**src/rtl/gci_std_display_timing_generator_param.sv**
```systemverilog
// Parametrised display timing generator: H/V sync, active-area blank/enable,
// leading pixel data request, frame-start sync, pixel position and frame count.
// Optional vertical-blank interrupt, enabled by defining GCI_STD_DISPLAY_TIMING_IRQ_EN.
// All outputs are registered and reflect the (h,v) counter state of the previous cycle.
module gci_std_display_timing_generator_param #(
  parameter int unsigned H_ACTIVE = 640,
  parameter int unsigned H_FP     = 16,
  parameter int unsigned H_SYNC   = 96,
  parameter int unsigned H_BP     = 48,
  parameter int unsigned V_ACTIVE = 480,
  parameter int unsigned V_FP     = 10,
  parameter int unsigned V_SYNC   = 2,
  parameter int unsigned V_BP     = 33,
  // Must not exceed H_BP, so a request never wraps more than one line ahead.
  parameter int unsigned REQ_LEAD = 2,
  parameter bit          SYNC_POL = 1'b0,
  parameter int unsigned CNT_W    = 12
) (
  input  logic             iCLOCK,
  input  logic             inRESET,
  input  logic             iRESET_SYNC,
  input  logic             iIRQ_ACK,
  output logic             oDATA_REQ,
  output logic             oDATA_SYNC,
  output logic             onDISP_RESET,
  output logic             oDISP_ENA,
  output logic             oDISP_BLANK,
  output logic             oDISP_HSYNC,
  output logic             oDISP_VSYNC,
  output logic [CNT_W-1:0] oPIXEL_X,
  output logic [CNT_W-1:0] oPIXEL_Y,
  output logic [15:0]      oFRAME_CNT,
  output logic             oIRQ
);

  localparam int unsigned H_TOTAL = H_ACTIVE + H_FP + H_SYNC + H_BP;
  localparam int unsigned V_TOTAL = V_ACTIVE + V_FP + V_SYNC + V_BP;

  localparam logic [CNT_W-1:0] H_LAST     = CNT_W'(H_TOTAL - 1);
  localparam logic [CNT_W-1:0] V_LAST     = CNT_W'(V_TOTAL - 1);
  localparam logic [CNT_W-1:0] H_ACT      = CNT_W'(H_ACTIVE);
  localparam logic [CNT_W-1:0] V_ACT      = CNT_W'(V_ACTIVE);
  localparam logic [CNT_W-1:0] H_SYNC_BEG = CNT_W'(H_ACTIVE + H_FP);
  localparam logic [CNT_W-1:0] H_SYNC_END = CNT_W'(H_ACTIVE + H_FP + H_SYNC);
  localparam logic [CNT_W-1:0] V_SYNC_BEG = CNT_W'(V_ACTIVE + V_FP);
  localparam logic [CNT_W-1:0] V_SYNC_END = CNT_W'(V_ACTIVE + V_FP + V_SYNC);
  localparam logic [CNT_W:0]   REQ_LEAD_W = (CNT_W + 1)'(REQ_LEAD);
  localparam logic [CNT_W:0]   H_TOTAL_W  = (CNT_W + 1)'(H_TOTAL);

  // Raster position
  logic [CNT_W-1:0] hCnt, vCnt;
  logic [CNT_W-1:0] hNext, vNext;
  logic             hLast, vLast;

  // Decoded position attributes
  logic             activeArea;
  logic             hSyncAct, vSyncAct;
  logic [CNT_W:0]   reqSum;
  logic [CNT_W-1:0] reqH, reqV;
  logic             reqActive, reqFirst;

  // Output registers
  logic             dataReq, dataSync, dispBlank, hSync, vSync, dispUp;
  logic [CNT_W-1:0] pixelX, pixelY;
  logic [15:0]      frameCnt;

  // Counter next state: wrap h at line end, v at frame end, restart on iRESET_SYNC
  always_comb begin
    hLast = (hCnt == H_LAST);
    vLast = (vCnt == V_LAST);
    hNext = hCnt + CNT_W'(1);
    vNext = vCnt;
    if (iRESET_SYNC) begin
      hNext = '0;
      vNext = '0;
    end else if (hLast) begin
      hNext = '0;
      vNext = vLast ? '0 : vCnt + CNT_W'(1);
    end
  end

  // Decode the current position and the position the fetch request targets
  always_comb begin
    activeArea = (hCnt < H_ACT) && (vCnt < V_ACT);
    hSyncAct   = (hCnt >= H_SYNC_BEG) && (hCnt < H_SYNC_END);
    vSyncAct   = (vCnt >= V_SYNC_BEG) && (vCnt < V_SYNC_END);
    reqSum     = {1'b0, hCnt} + REQ_LEAD_W;
    if (reqSum >= H_TOTAL_W) begin
      // Request runs into the next line (or the next frame's first line)
      reqH = CNT_W'(reqSum - H_TOTAL_W);
      reqV = vLast ? '0 : vCnt + CNT_W'(1);
    end else begin
      reqH = reqSum[CNT_W-1:0];
      reqV = vCnt;
    end
    reqActive = (reqH < H_ACT) && (reqV < V_ACT);
    reqFirst  = reqActive && (reqH == '0) && (reqV == '0);
  end

  // Raster counters
  always_ff @(posedge iCLOCK or negedge inRESET) begin
    if (!inRESET) begin
      hCnt <= '0;
      vCnt <= '0;
    end else begin
      hCnt <= hNext;
      vCnt <= vNext;
    end
  end

  // Registered video outputs; forced idle while a restart is requested
  always_ff @(posedge iCLOCK or negedge inRESET) begin
    if (!inRESET) begin
      dataReq   <= 1'b0;
      dataSync  <= 1'b0;
      dispBlank <= 1'b0;
      hSync     <= ~SYNC_POL;
      vSync     <= ~SYNC_POL;
      pixelX    <= '0;
      pixelY    <= '0;
    end else if (iRESET_SYNC) begin
      dataReq   <= 1'b0;
      dataSync  <= 1'b0;
      dispBlank <= 1'b0;
      hSync     <= ~SYNC_POL;
      vSync     <= ~SYNC_POL;
      pixelX    <= '0;
      pixelY    <= '0;
    end else begin
      dataReq   <= reqActive;
      dataSync  <= reqFirst;
      dispBlank <= activeArea;
      hSync     <= hSyncAct ? SYNC_POL : ~SYNC_POL;
      vSync     <= vSyncAct ? SYNC_POL : ~SYNC_POL;
      pixelX    <= activeArea ? hCnt : '0;
      pixelY    <= activeArea ? vCnt : '0;
    end
  end

  // Display reset release / enable: set on the first clock after reset, then held
  always_ff @(posedge iCLOCK or negedge inRESET) begin
    if (!inRESET) begin
      dispUp <= 1'b0;
    end else begin
      dispUp <= 1'b1;
    end
  end

  // Completed-frame counter; a restart discards the frame in progress
  always_ff @(posedge iCLOCK or negedge inRESET) begin
    if (!inRESET) begin
      frameCnt <= '0;
    end else if (!iRESET_SYNC && hLast && vLast) begin
      frameCnt <= frameCnt + 16'd1;
    end
  end

`ifdef GCI_STD_DISPLAY_TIMING_IRQ_EN
  logic irqFlag;
  logic irqSet;

  assign irqSet = (hCnt == '0) && (vCnt == V_ACT);

  // Vertical-blank interrupt: set wins over a coincident acknowledge
  always_ff @(posedge iCLOCK or negedge inRESET) begin
    if (!inRESET) begin
      irqFlag <= 1'b0;
    end else begin
      irqFlag <= irqSet | (irqFlag & ~iIRQ_ACK);
    end
  end

  assign oIRQ = irqFlag;
`else
  logic unusedIrqAck;

  assign unusedIrqAck = iIRQ_ACK;
  assign oIRQ         = 1'b0;
`endif

  assign oDATA_REQ    = dataReq;
  assign oDATA_SYNC   = dataSync;
  assign onDISP_RESET = dispUp;
  assign oDISP_ENA    = dispUp;
  assign oDISP_BLANK  = dispBlank;
  assign oDISP_HSYNC  = hSync;
  assign oDISP_VSYNC  = vSync;
  assign oPIXEL_X     = pixelX;
  assign oPIXEL_Y     = pixelY;
  assign oFRAME_CNT   = frameCnt;

endmodule

```
**config.mk**
```make
export PLATFORM = sky130hd
export DESIGN_NAME = gci_std_display_timing_generator_param
export DESIGN_NICKNAME = d
export VERILOG_FILES = /design/src/rtl/gci_std_display_timing_generator_param.sv
export SDC_FILE = /design/constraint.sdc
export NUM_CORES = 1
export LEC_CHECK = 0
export CORE_MARGIN = 2
export CORE_UTILIZATION = 45
export CTS_CLUSTER_DIAMETER = 100
export DETAILED_ROUTE_END_ITERATION = 8
export PLACE_DENSITY = 0.7
export SETUP_SLACK_MARGIN = 0.3
export SLEW_MARGIN = 20
export SYNTH_ARGS = -nofsm -noshare
export SYNTH_HDL_FRONTEND = slang
export SYNTH_SLANG_ARGS = --single-unit
```
**constraint.sdc**
```tcl
create_clock -name iCLOCK -period 2.6 [get_ports iCLOCK]
set_input_delay 0.26 -clock iCLOCK [delete_from_list [all_inputs] [get_ports iCLOCK]]
set_output_delay 0.26 -clock iCLOCK [all_outputs]
set_load 0.005 [all_outputs]
```
==> flow_metrics.env, run 1 <==
export IMPL_status="completed"
export IMPL_routabilityCongestion=0.8744
export IMPL_vias_per_cell=5.378
export IMPL_grt_pass1_vias=3080
export IMPL_async_reset_ff_share_pct=100.0
export IMPL_layout_common_cells="64 x dfrtp_1, 49 x buf_4, 48 x clkdlybuf4s50_1, 39 x nor2_1"
export IMPL_wl_per_cell_um=14.93
export IMPL_track_usage_pct=20.60
export IMPL_final_common_cell="dfrtp_1"
export IMPL_synthDistinctLibCells=61
export IMPL_post_route_cells_drive_above_1_share_pct=26.51
export IMPL_critical_path_class="reg2reg"
export IMPL_nets=507
export IMPL_syn_to_final_growth_pct=35.21
export IMPL_fin_crit_sh_pct=99.14
export IMPL_worstMarginPinSlew_ns=0.6527
export IMPL_top_usage_layer="met2"
export IMPL_synth_area_top_cells="dfrtp_1 44%, xnor2_1 5.9%, nor2_1 4.2%, and2_1 3.7%, ha_1 3.3%"
export IMPL_rows=33
export IMPL_ys_seq_area_share_pct=45.67
export IMPL_grt_max_degree=44
export IMPL_synthCells=399
export IMPL_cts_buffers=9
export IMPL_power_density_nw_per_um2=405.0
export IMPL_synth_top_area_share_pct=44.30
export IMPL_coreArea_um2=8258
export IMPL_hold_path_class="reg2reg"
export IMPL_crit_fanout=7
export IMPL_dieWidth_um=96.39
export IMPL_cap_viol_max_count=0
export IMPL_synthFlopType="dfrtp_1"
export IMPL_setup_tns_ns=0
export IMPL_routed_wl_mm=9.004
export IMPL_pre_cts_ws_ns=-0.06754
export IMPL_root_buffer="clkbuf_8"
export IMPL_start_util_pct=46.52
export IMPL_grt_util_met3_pct=4.189
export IMPL_ant_nets=0
export IMPL_ir_drop_mv=0.2680
export IMPL_start_kind="flop"
export IMPL_max_freq_mhz=388.0
export IMPL_first_iter_violations=213
export IMPL_use_met1_pct=28.15
export IMPL_die_area_um2=9291
export IMPL_syn_area_um2=3841
export IMPL_worst_clock_skew_ns=0.007681
export IMPL_htreeDepth=3
export IMPL_first_pass_iters=5
export IMPL_cts_reportedPaths_clkPinSlew_ns=0.08
export IMPL_antennaDiodeCount=0
export IMPL_cp_required_ns=2.85
export IMPL_use_met2_pct=33.22
export IMPL_cts_sinks=70
export IMPL_fp_dieH_um=96.39
export IMPL_cpPeakStageDelay_ns=0.42
export IMPL_yosysWarnings=0
export IMPL_avgSynthCellArea_um2=9.627
export IMPL_drc=0
export IMPL_setup_viol=0
export IMPL_end_kind="flop"
export IMPL_clock_latency_ns=0.35
export IMPL_hpwl_mm=6.446
export IMPL_grt_overflow=0
export IMPL_dr_total_vias=3243
export IMPL_crit_chain="ha_4, nand3_4, xnor2_2, ha_2, nand3b_1, nor2_1, a22oi_2, a31oi_1, nor2_2, buf_4, buf_6, mux2_4, nand3_2, nor4b_2"
export IMPL_critical_path_arrival_ns=2.83
export IMPL_grt_pass1_wl_mm=14.73
export IMPL_final_setup_worst_slack_ns=0.02238
export IMPL_p_leak_uw=0.002239
export IMPL_hold_viol_final=0
export IMPL_io_pins=52
export IMPL_synth_seq_cells=70
export IMPL_antenna_found_initial=0
export IMPL_synth_edf_count=0
export IMPL_synth_largest_area_cell="dfrtp_1"
export IMPL_drv_slew=0
export IMPL_fin_crit_ns=2.578
export IMPL_rsz0062_at_grt="yes"
export IMPL_slew_headroom_pct=56.48
export IMPL_cpMaxStageDelayCell="dfrtp_1"
export IMPL_cts_tree="done"
export IMPL_portBuffers=49
export IMPL_clockBufferDepth=2
==> per-stage QoR <==
stage	area, um2	total power [uW]	util [%]	std cells	hold WS, ns
final	5194	2104	62.89	603	0.4740
after global routing	5194	2192	62.89	603	0.5019
after CTS	5085	2133	61.58	601	0.4826
after detailed placement	4705	1238	56.97	574	0.3323
after global placement	4705	1236	56.97	574	0.3170
after floorplan	3919	1172	-	404	-0.03559
==> cells in the mapped netlist (all sizes together) (4+ instances only) <==
cell type / instances
dfrtp: 68
nor2: 47
xnor2: 26
nand2: 25
and2: 23
nand3: 20
o21ai: 18
nor3: 14
buf: 13
clkbuf: 13
a21oi: 12
ha: 10
inv: 10
o31ai: 10
nand4: 9
xor2: 9
and3: 7
and4: 6
nand2b: 5
nor4: 5
or3: 5
a31oi: 4
nand3b: 4
==> what timing repair did <==
item / in CTS / in global routing
buffers inserted: 10 / 2
hold buffers: 1 / 0
gates resized for setup: 24 / 21
pin swaps: 12 / 6
endpoints found under the setup margin: 9 / 18
hold endpoints to repair: 27 / 0
==> routing by layer <==
metal,wire (um),share of wire [%],vias up
met2,4330,48,78
met1,4108,46,1590
met5,0,0,-
li1,-,-,1564
met3,455,5.1,11
met4,110,1.2,0
==> registers in the layout, indices dropped and copies added, names as in the netlist <==
name,count
oDISP_ENA,1
oDISP_VSYNC,1
oPIXEL_Y,12
oDATA_REQ,1
oPIXEL_X,12
oFRAME_CNT,16
vCnt,12
oDATA_SYNC,1
oDISP_HSYNC,1
hCnt,12
oDISP_BLANK,1
==> logic make-up (layout without fill, tap and decap cells) <==
group / count (synthesis) / after routing / share of synthesized area (%)
muxes: 3 / 3 / 0.8794
buffers and inverters: 36 / 130 / 4.788
other: 2 / 7 / 0.1955
xor gates and xnor gates: 35 / 35 / 7.981
and+or+nand+nor: 187 / 187 / 28.14
DFF: 70 / 70 / 45.67
AOI/OAI and AO/OA: 56 / 56 / 9.088
adders and majority gates: 10 / 10 / 3.257
==> cell type report <==
cell class	instances	area [um2]
Tap cell	105	131.4
Fill cell	669	3064
Clock inverter	7	73.82
Sequential cell	70	1759
Multi-Input combinational cell	298	2140
Inverter	10	37.54
Clock buffer	9	123.9
Timing Repair Buffer	104	928.4
==> final timing paths <==
check	cells past startpoint	from	end	slack (ns)
min in group asynchronous	2	inRESET	oPIXEL_X[10]	0.48
max in group asynchronous	3	inRESET	oDISP_HSYNC	1.42
min	1	oFRAME_CNT[15]	oFRAME_CNT[15]	0.47
max	14	hCnt[2]	oDATA_SYNC	0.02
max reg2reg	14	hCnt[2]	oDATA_SYNC	0.02
min reg2reg	1	oFRAME_CNT[15]	oFRAME_CNT[15]	0.47
==> power by group <==
group          total, uW  internal (uW)  switching [uW]
clock network        885            446             440
logic                109           47.7            61.0
registers           1110           1100            8.22
==> worst max-delay path, delay by kind of cell (launching register included) <==
kind,cells,cell delay (ns)
muxes,1,0.20
and+or+nand+nor,6,0.76
buffers and inverters,2,0.27
AOI/OAI and AO/OA,2,0.30
DFF,1,0.42
xor gates and xnor gates,1,0.16
adders and majority gates,2,0.35
Note: power is estimated with default switching activity, not from simulation.
==> run 2: changes to the inputs <==
--- a/config.mk
+++ b/config.mk
@@ -9,6 +9,7 @@
 export CORE_UTILIZATION = 45
 export CTS_CLUSTER_DIAMETER = 100
 export DETAILED_ROUTE_END_ITERATION = 8
+export GPL_ROUTABILITY_DRIVEN = 0
 export PLACE_DENSITY = 0.7
 export SETUP_SLACK_MARGIN = 0.3
 export SLEW_MARGIN = 20
==> run 2 against run 1 <==
- global-route usage rose by 0.090 points
- critical path type unchanged
- hold slack got worse by 0.0066 ns
- sequential power about the same
- final cell count is 0.33% lower
- clock power is 2.8% higher
- critical endpoint unchanged
- clock skew grew 0.0014 ns
- count of clock-buffer cells in the layout increased by 1
- the flow now finishes with violations (setup timing)
- wire length increased by 2.4%
- die area is the same
==> flow_metrics.env, run 2 (same netlist as run 1, synthesis figures left out) <==
export IMPL_cts_reportedPaths_clkPinSlew_ns=0.08
export IMPL_coreArea_um2=8258
export IMPL_place_area_um2=4735
export IMPL_final_common_cell="dfrtp_1"
export IMPL_track_usage_pct=20.69
export IMPL_dieWidth_um=96.39
export IMPL_multiInputGateArea_um2=2098
export IMPL_cp_required_ns=2.86
export IMPL_critPathBufInv=0
export IMPL_top_layer="met4"
export IMPL_worst_clock_skew_ns=0.009079
export IMPL_start_util_pct=46.52
export IMPL_cpPeakStageDelay_ns=0.42
export IMPL_status="complete, but fails checks"
export IMPL_path_common_cell="nor2_2"
export IMPL_grt_pass1_vias=3016
export IMPL_first_pass_iters=5
export IMPL_fp_dieH_um=96.39
export IMPL_routed_wl_mm=9.219
export IMPL_clockBufferDepth=2
export IMPL_critical_path_arrival_ns=2.88
export IMPL_ir_drop_mv=0.2097
export IMPL_htreeDepth=3
export IMPL_start_kind="flop"
export IMPL_final_util_pct=62.23
export IMPL_die_area_um2=9291
export IMPL_max_freq_mhz=381.9
export IMPL_fin_crit_sh_pct=100.7
export IMPL_cts_tree="done"
export IMPL_cts_sinks=70
export IMPL_crit_chain="ha_4, nand3_4, xnor2_2, ha_1, nand3b_1, nor2_2, a22oi_2, a31oi_1, nor2_2, mux2_4, a2111o_1, nor4b_2"
export IMPL_fill_cells=655
export IMPL_power_density_nw_per_um2=414.8
export IMPL_ant_nets=0
export IMPL_hold_viol_final=0
export IMPL_cts_buffers=9
export IMPL_grt_pass1_wl_mm=14.70
export IMPL_drc=0
export IMPL_vias_per_cell=5.474
export IMPL_setup_viol=1
export IMPL_power_uw=2132
export IMPL_nets=505
export IMPL_wl_met1_mm=3.991
export IMPL_hold_path_class="in2async"
export IMPL_slew_headroom_pct=55.67
export IMPL_grt_overflow=0
export IMPL_wl_met2_mm=4.531
export IMPL_p_leak_uw=0.002243
export IMPL_dr_total_vias=3290
export IMPL_largest_register_ffs=16
export IMPL_portBuffers=49
export IMPL_hpwl_mm=6.508
export IMPL_layout_common_cells="64 x dfrtp_1, 49 x buf_4, 48 x clkdlybuf4s50_1, 39 x nor2_1, 24 x xnor2_1"
export IMPL_seq_area_um2=1759
export IMPL_antennaDiodeCount=0
export IMPL_rsz0062_at_grt="yes"
export IMPL_crit_fanout=5
export IMPL_clock_latency_ns=0.36
export IMPL_wl_met3_um=563
export IMPL_cap_viol_max_count=0
export IMPL_fin_area_um2=5139
export IMPL_io_pins=52
export IMPL_root_buffer="clkbuf_8"
export IMPL_final_setup_worst_slack_ns=-0.01832
export IMPL_post_route_cells_drive_above_1_share_pct=24.40
export IMPL_antenna_found_initial=0
export IMPL_grt_max_degree=44
export IMPL_end_kind="flop"
export IMPL_fin_crit_ns=2.618
export IMPL_violations="setup timing"
export IMPL_first_iter_violations=243
export IMPL_syn_to_final_growth_pct=33.78
export IMPL_worstMarginPinSlew_ns=0.6649
export IMPL_crit_family="simple AND/OR/NAND/NOR gates"
export IMPL_drv_slew=0
export IMPL_rows=33
export IMPL_cpMaxStageDelayCell="dfrtp_2"
export IMPL_setup_tns_ns=-0.01832
export IMPL_wl_per_cell_um=15.34
export IMPL_critical_path_class="reg2reg"
-- run 2: cell types whose count changed in the layout (fill, tap and decap cells not counted), moves of 2 or more --
| cell | previous run | this run |
|---|---|---|
| xnor2_2 | 4 | 2 |
| nor2_4 | 2 | 4 |
| buf_6 | 4 | 2 |
| xnor2_1 | 22 | 24 |
| nor2_2 | 6 | 4 |
-- run 2: final timing paths --
kind / start / to / slack, ns / depth (start not counted)
max: hCnt[2] / oDATA_SYNC / -0.02 / 12
min: inRESET / oPIXEL_Y[7] / 0.47 / 2
max reg2reg: hCnt[2] / oDATA_SYNC / -0.02 / 12
min reg2reg: oFRAME_CNT[15] / oFRAME_CNT[15] / 0.47 / 1
max in group asynchronous: inRESET / oDISP_HSYNC / 1.42 / 3
min in group iCLOCK: oFRAME_CNT[15] / oFRAME_CNT[15] / 0.47 / 1
-- run 2: cell type report --
type,instances,share of cell area [%]
repair buffers,102,17.63
well taps,105,2.557
flip-flops and latches,70,34.23
clock inverters,6,1.339
inverters,10,0.7305
clock buffers,10,2.678
multi-input cells,298,40.83
-- run 2: report_power, final --
group / total [uW] / leakage (uW) / switching (uW) / internal (uW)
Combinational: 110 / 0.00120 / 61.3 / 48.9
Sequential: 1110 / 0.000937 / 9.29 / 1100
Clock: 910 / 0.000103 / 435 / 475
-- run 2: layer usage --
metal | up-vias | track usage (%)
li1 | 1557 | -
met4 | 0 | 6.925
met2 | 131 | 32.41
met5 | - | 0
met3 | 18 | 5.431
met1 | 1584 | 27.97
-- run 2: metrics by stage --
step	instances	hold slack (ns)	setup slack, ns
after floorplan	404	-0.03559	-0.03824
after global placement	578	0.3237	-0.04693
after detailed placement	578	0.3381	-0.1003
after CTS	599	0.4711	0.005925
after global routing	601	0.4967	-0.1565
final	601	0.4673	-0.01832
-- run 2: what timing repair did --
action                                 CTS  global route
endpoints found under the hold margin   27             0
setup buffers                            4             2
hold buffers                             1             0
gates resized for setup                 12            22
setup endpoints to repair                9            14
pin swaps                                7             4
==> run 3: changes to the inputs <==
--- a/config.mk
+++ b/config.mk
@@ -10,7 +10,7 @@
 export CTS_CLUSTER_DIAMETER = 100
 export DETAILED_ROUTE_END_ITERATION = 8
 export GPL_ROUTABILITY_DRIVEN = 0
-export PLACE_DENSITY = 0.7
+export PLACE_DENSITY_LB_ADDON = 0.2
 export SETUP_SLACK_MARGIN = 0.3
 export SLEW_MARGIN = 20
 export SYNTH_ARGS = -nofsm -noshare
==> run 3 against run 2 <==
- the run still ends with setup timing left
- clock power up 1%
- combinational power up 7%
- sequential power about the same
- count of clock-buffer cells in the layout unchanged
- critical path type unchanged
==> flow_metrics.env, run 3 (same netlist as run 1, synthesis figures left out) <==
export IMPL_status="complete, but fails checks"
export IMPL_violations="setup timing"
export IMPL_final_common_cell="dfrtp_1"
export IMPL_first_pass_iters=4
export IMPL_grt_max_degree=39
export IMPL_start_util_pct=46.52
export IMPL_hold_path_class="in2async"
export IMPL_coreArea_um2=8258
export IMPL_grt_pass1_wl_mm=15.53
export IMPL_clock_latency_ns=0.35
export IMPL_antennaDiodeCount=0
export IMPL_htreeDepth=3
export IMPL_grt_pass1_vias=3163
export IMPL_cts_tree="done"
export IMPL_start_kind="flop"
export IMPL_cts_reportedPaths_clkPinSlew_ns=0.08
export IMPL_seq_area_um2=1760
export IMPL_r2r_slack_ns=-0.08
export IMPL_wl_per_cell_um=15.35
export IMPL_rsz0062_at_grt="yes"
export IMPL_critical_path_class="reg2reg"
export IMPL_die_area_um2=9291
export IMPL_nets=514
export IMPL_worstReg2RegEnd="oDATA_SYNC"
export IMPL_final_setup_worst_slack_ns=-0.07528
export IMPL_fill_cells=684
export IMPL_grt_overflow=0
export IMPL_dp_cells=587
export IMPL_cp_startpoint="hCnt[1]"
export IMPL_ir_drop_mv=0.2759
export IMPL_antenna_found_initial=0
export IMPL_hpwl_mm=6.575
export IMPL_fin_crit_sh_pct=102.9
export IMPL_crit_end="oDATA_SYNC"
export IMPL_drc=0
export IMPL_finalNonFillerCells=610
export IMPL_io_pins=52
export IMPL_ant_nets=0
export IMPL_syn_to_final_growth_pct=37.95
export IMPL_fin_hold_ws_ns=0.3634
export IMPL_cap_viol_max_count=0
export IMPL_post_route_cells_drive_above_1_share_pct=28.32
export IMPL_reg2reg_depth=9
export IMPL_fp_dieH_um=96.39
export IMPL_rows=33
export IMPL_p_leak_uw=0.002336
export IMPL_setup_viol=1
export IMPL_worst_clock_skew_ns=0.01025
export IMPL_cts_sinks=70
export IMPL_multiInputGateArea_um2=2168
export IMPL_portBuffers=49
export IMPL_fin_crit_ns=2.675
export IMPL_vias_per_cell=5.323
export IMPL_clockBufferDepth=2
export IMPL_hold_viol_final=0
export IMPL_drv_slew=0
export IMPL_pre_cts_ws_ns=-0.1003
export IMPL_routed_wl_mm=9.362
export IMPL_dr_total_vias=3247
export IMPL_largest_register_ffs=16
export IMPL_root_buffer="clkbuf_8"
export IMPL_worstReg2RegStart="hCnt[1]"
export IMPL_layout_common_cells="63 x dfrtp_1, 52 x buf_4, 48 x clkdlybuf4s50_1, 39 x nor2_1, 22 x nand2_1"
export IMPL_cp_required_ns=2.85
export IMPL_critical_path_arrival_ns=2.93
export IMPL_max_freq_mhz=373.8
export IMPL_track_usage_pct=21.55
export IMPL_cts_buffers=9
export IMPL_power_density_nw_per_um2=406.0
export IMPL_crit_fanout=4
export IMPL_first_iter_violations=169
export IMPL_end_kind="flop"
export IMPL_dieWidth_um=96.39
-- run 3: cell types whose count changed in the layout (fill, tap and decap cells not counted), moves of 2 or more --
cell	before	now
buf_4	49	52
buf_6	2	8
nand3_1	13	11
xnor2_1	24	18
xnor2_2	2	8
-- run 3: report_power, final --
group	total, uW	internal, uW	switching, uW
combinational	118	55.4	62.9
clock	922	474	448
sequential	1110	1100	9.60
total	2150	1630	520
-- run 3: worst max-delay path, stage by stage, from the launching register on --
cell	delay [ns]
dfrtp_2	0.46
buf_4	0.16
ha_1	0.23
buf_4	0.15
and4_1	0.19
or3_4	0.36
nor2_2	0.16
mux2_2	0.34
a2111o_1	0.30
nor4b_2	0.22
-- run 3: metal layers --
metal | part of all wire, % | track usage [%] | up-vias
met5 | 0 | 0 | -
met4 | 1.7 | 8.216 | 0
met3 | 5.7 | 3.336 | 13
met2 | 48 | 33.10 | 101
met1 | 45 | 30.76 | 1560
li1 | - | - | 1573
-- run 3: cell type report --
class	instances	area share, %
Clock buffer	10	2.597
Clock inverter	6	1.275
Inverter	10	0.7084
Multi-Input combinational cell	298	40.92
Sequential cell	70	33.22
Tap cell	105	2.479
Timing Repair Buffer	111	18.80
-- run 3: how the worst min path moves through the flow --
stage | from | endpoint | slack, ns | depth (start not counted)
global placement | inRESET | oFRAME_CNT[6] | 0.21 | 1
floorplan | inRESET | hCnt[0] | -0.04 | 0
finish | inRESET | oFRAME_CNT[6] | 0.36 | 2
CTS | inRESET | oFRAME_CNT[6] | 0.37 | 2
detailed placement | inRESET | oFRAME_CNT[6] | 0.21 | 1
global route | inRESET | oFRAME_CNT[6] | 0.40 | 2
-- run 3: per-stage QoR --
stage	total power [uW]	TNS [ns]	util, %	area [um2]
detailed placement	1247	-0.1209	58.15	4802
global placement	1243	-0.05838	58.15	4802
global route	2238	-0.2986	64.17	5299
CTS	2167	-0.2689	62.30	5145
finish	2151	-0.07528	64.17	5299
floorplan	1172	-0.03824	-	3919
-- run 3: timing repair --
action,CTS,global route
hold endpoints to repair,13,0
hold buffers,1,0
setup buffers,4,2
endpoints found under the setup margin,11,22
resized for setup,21,30
pin swaps,10,3
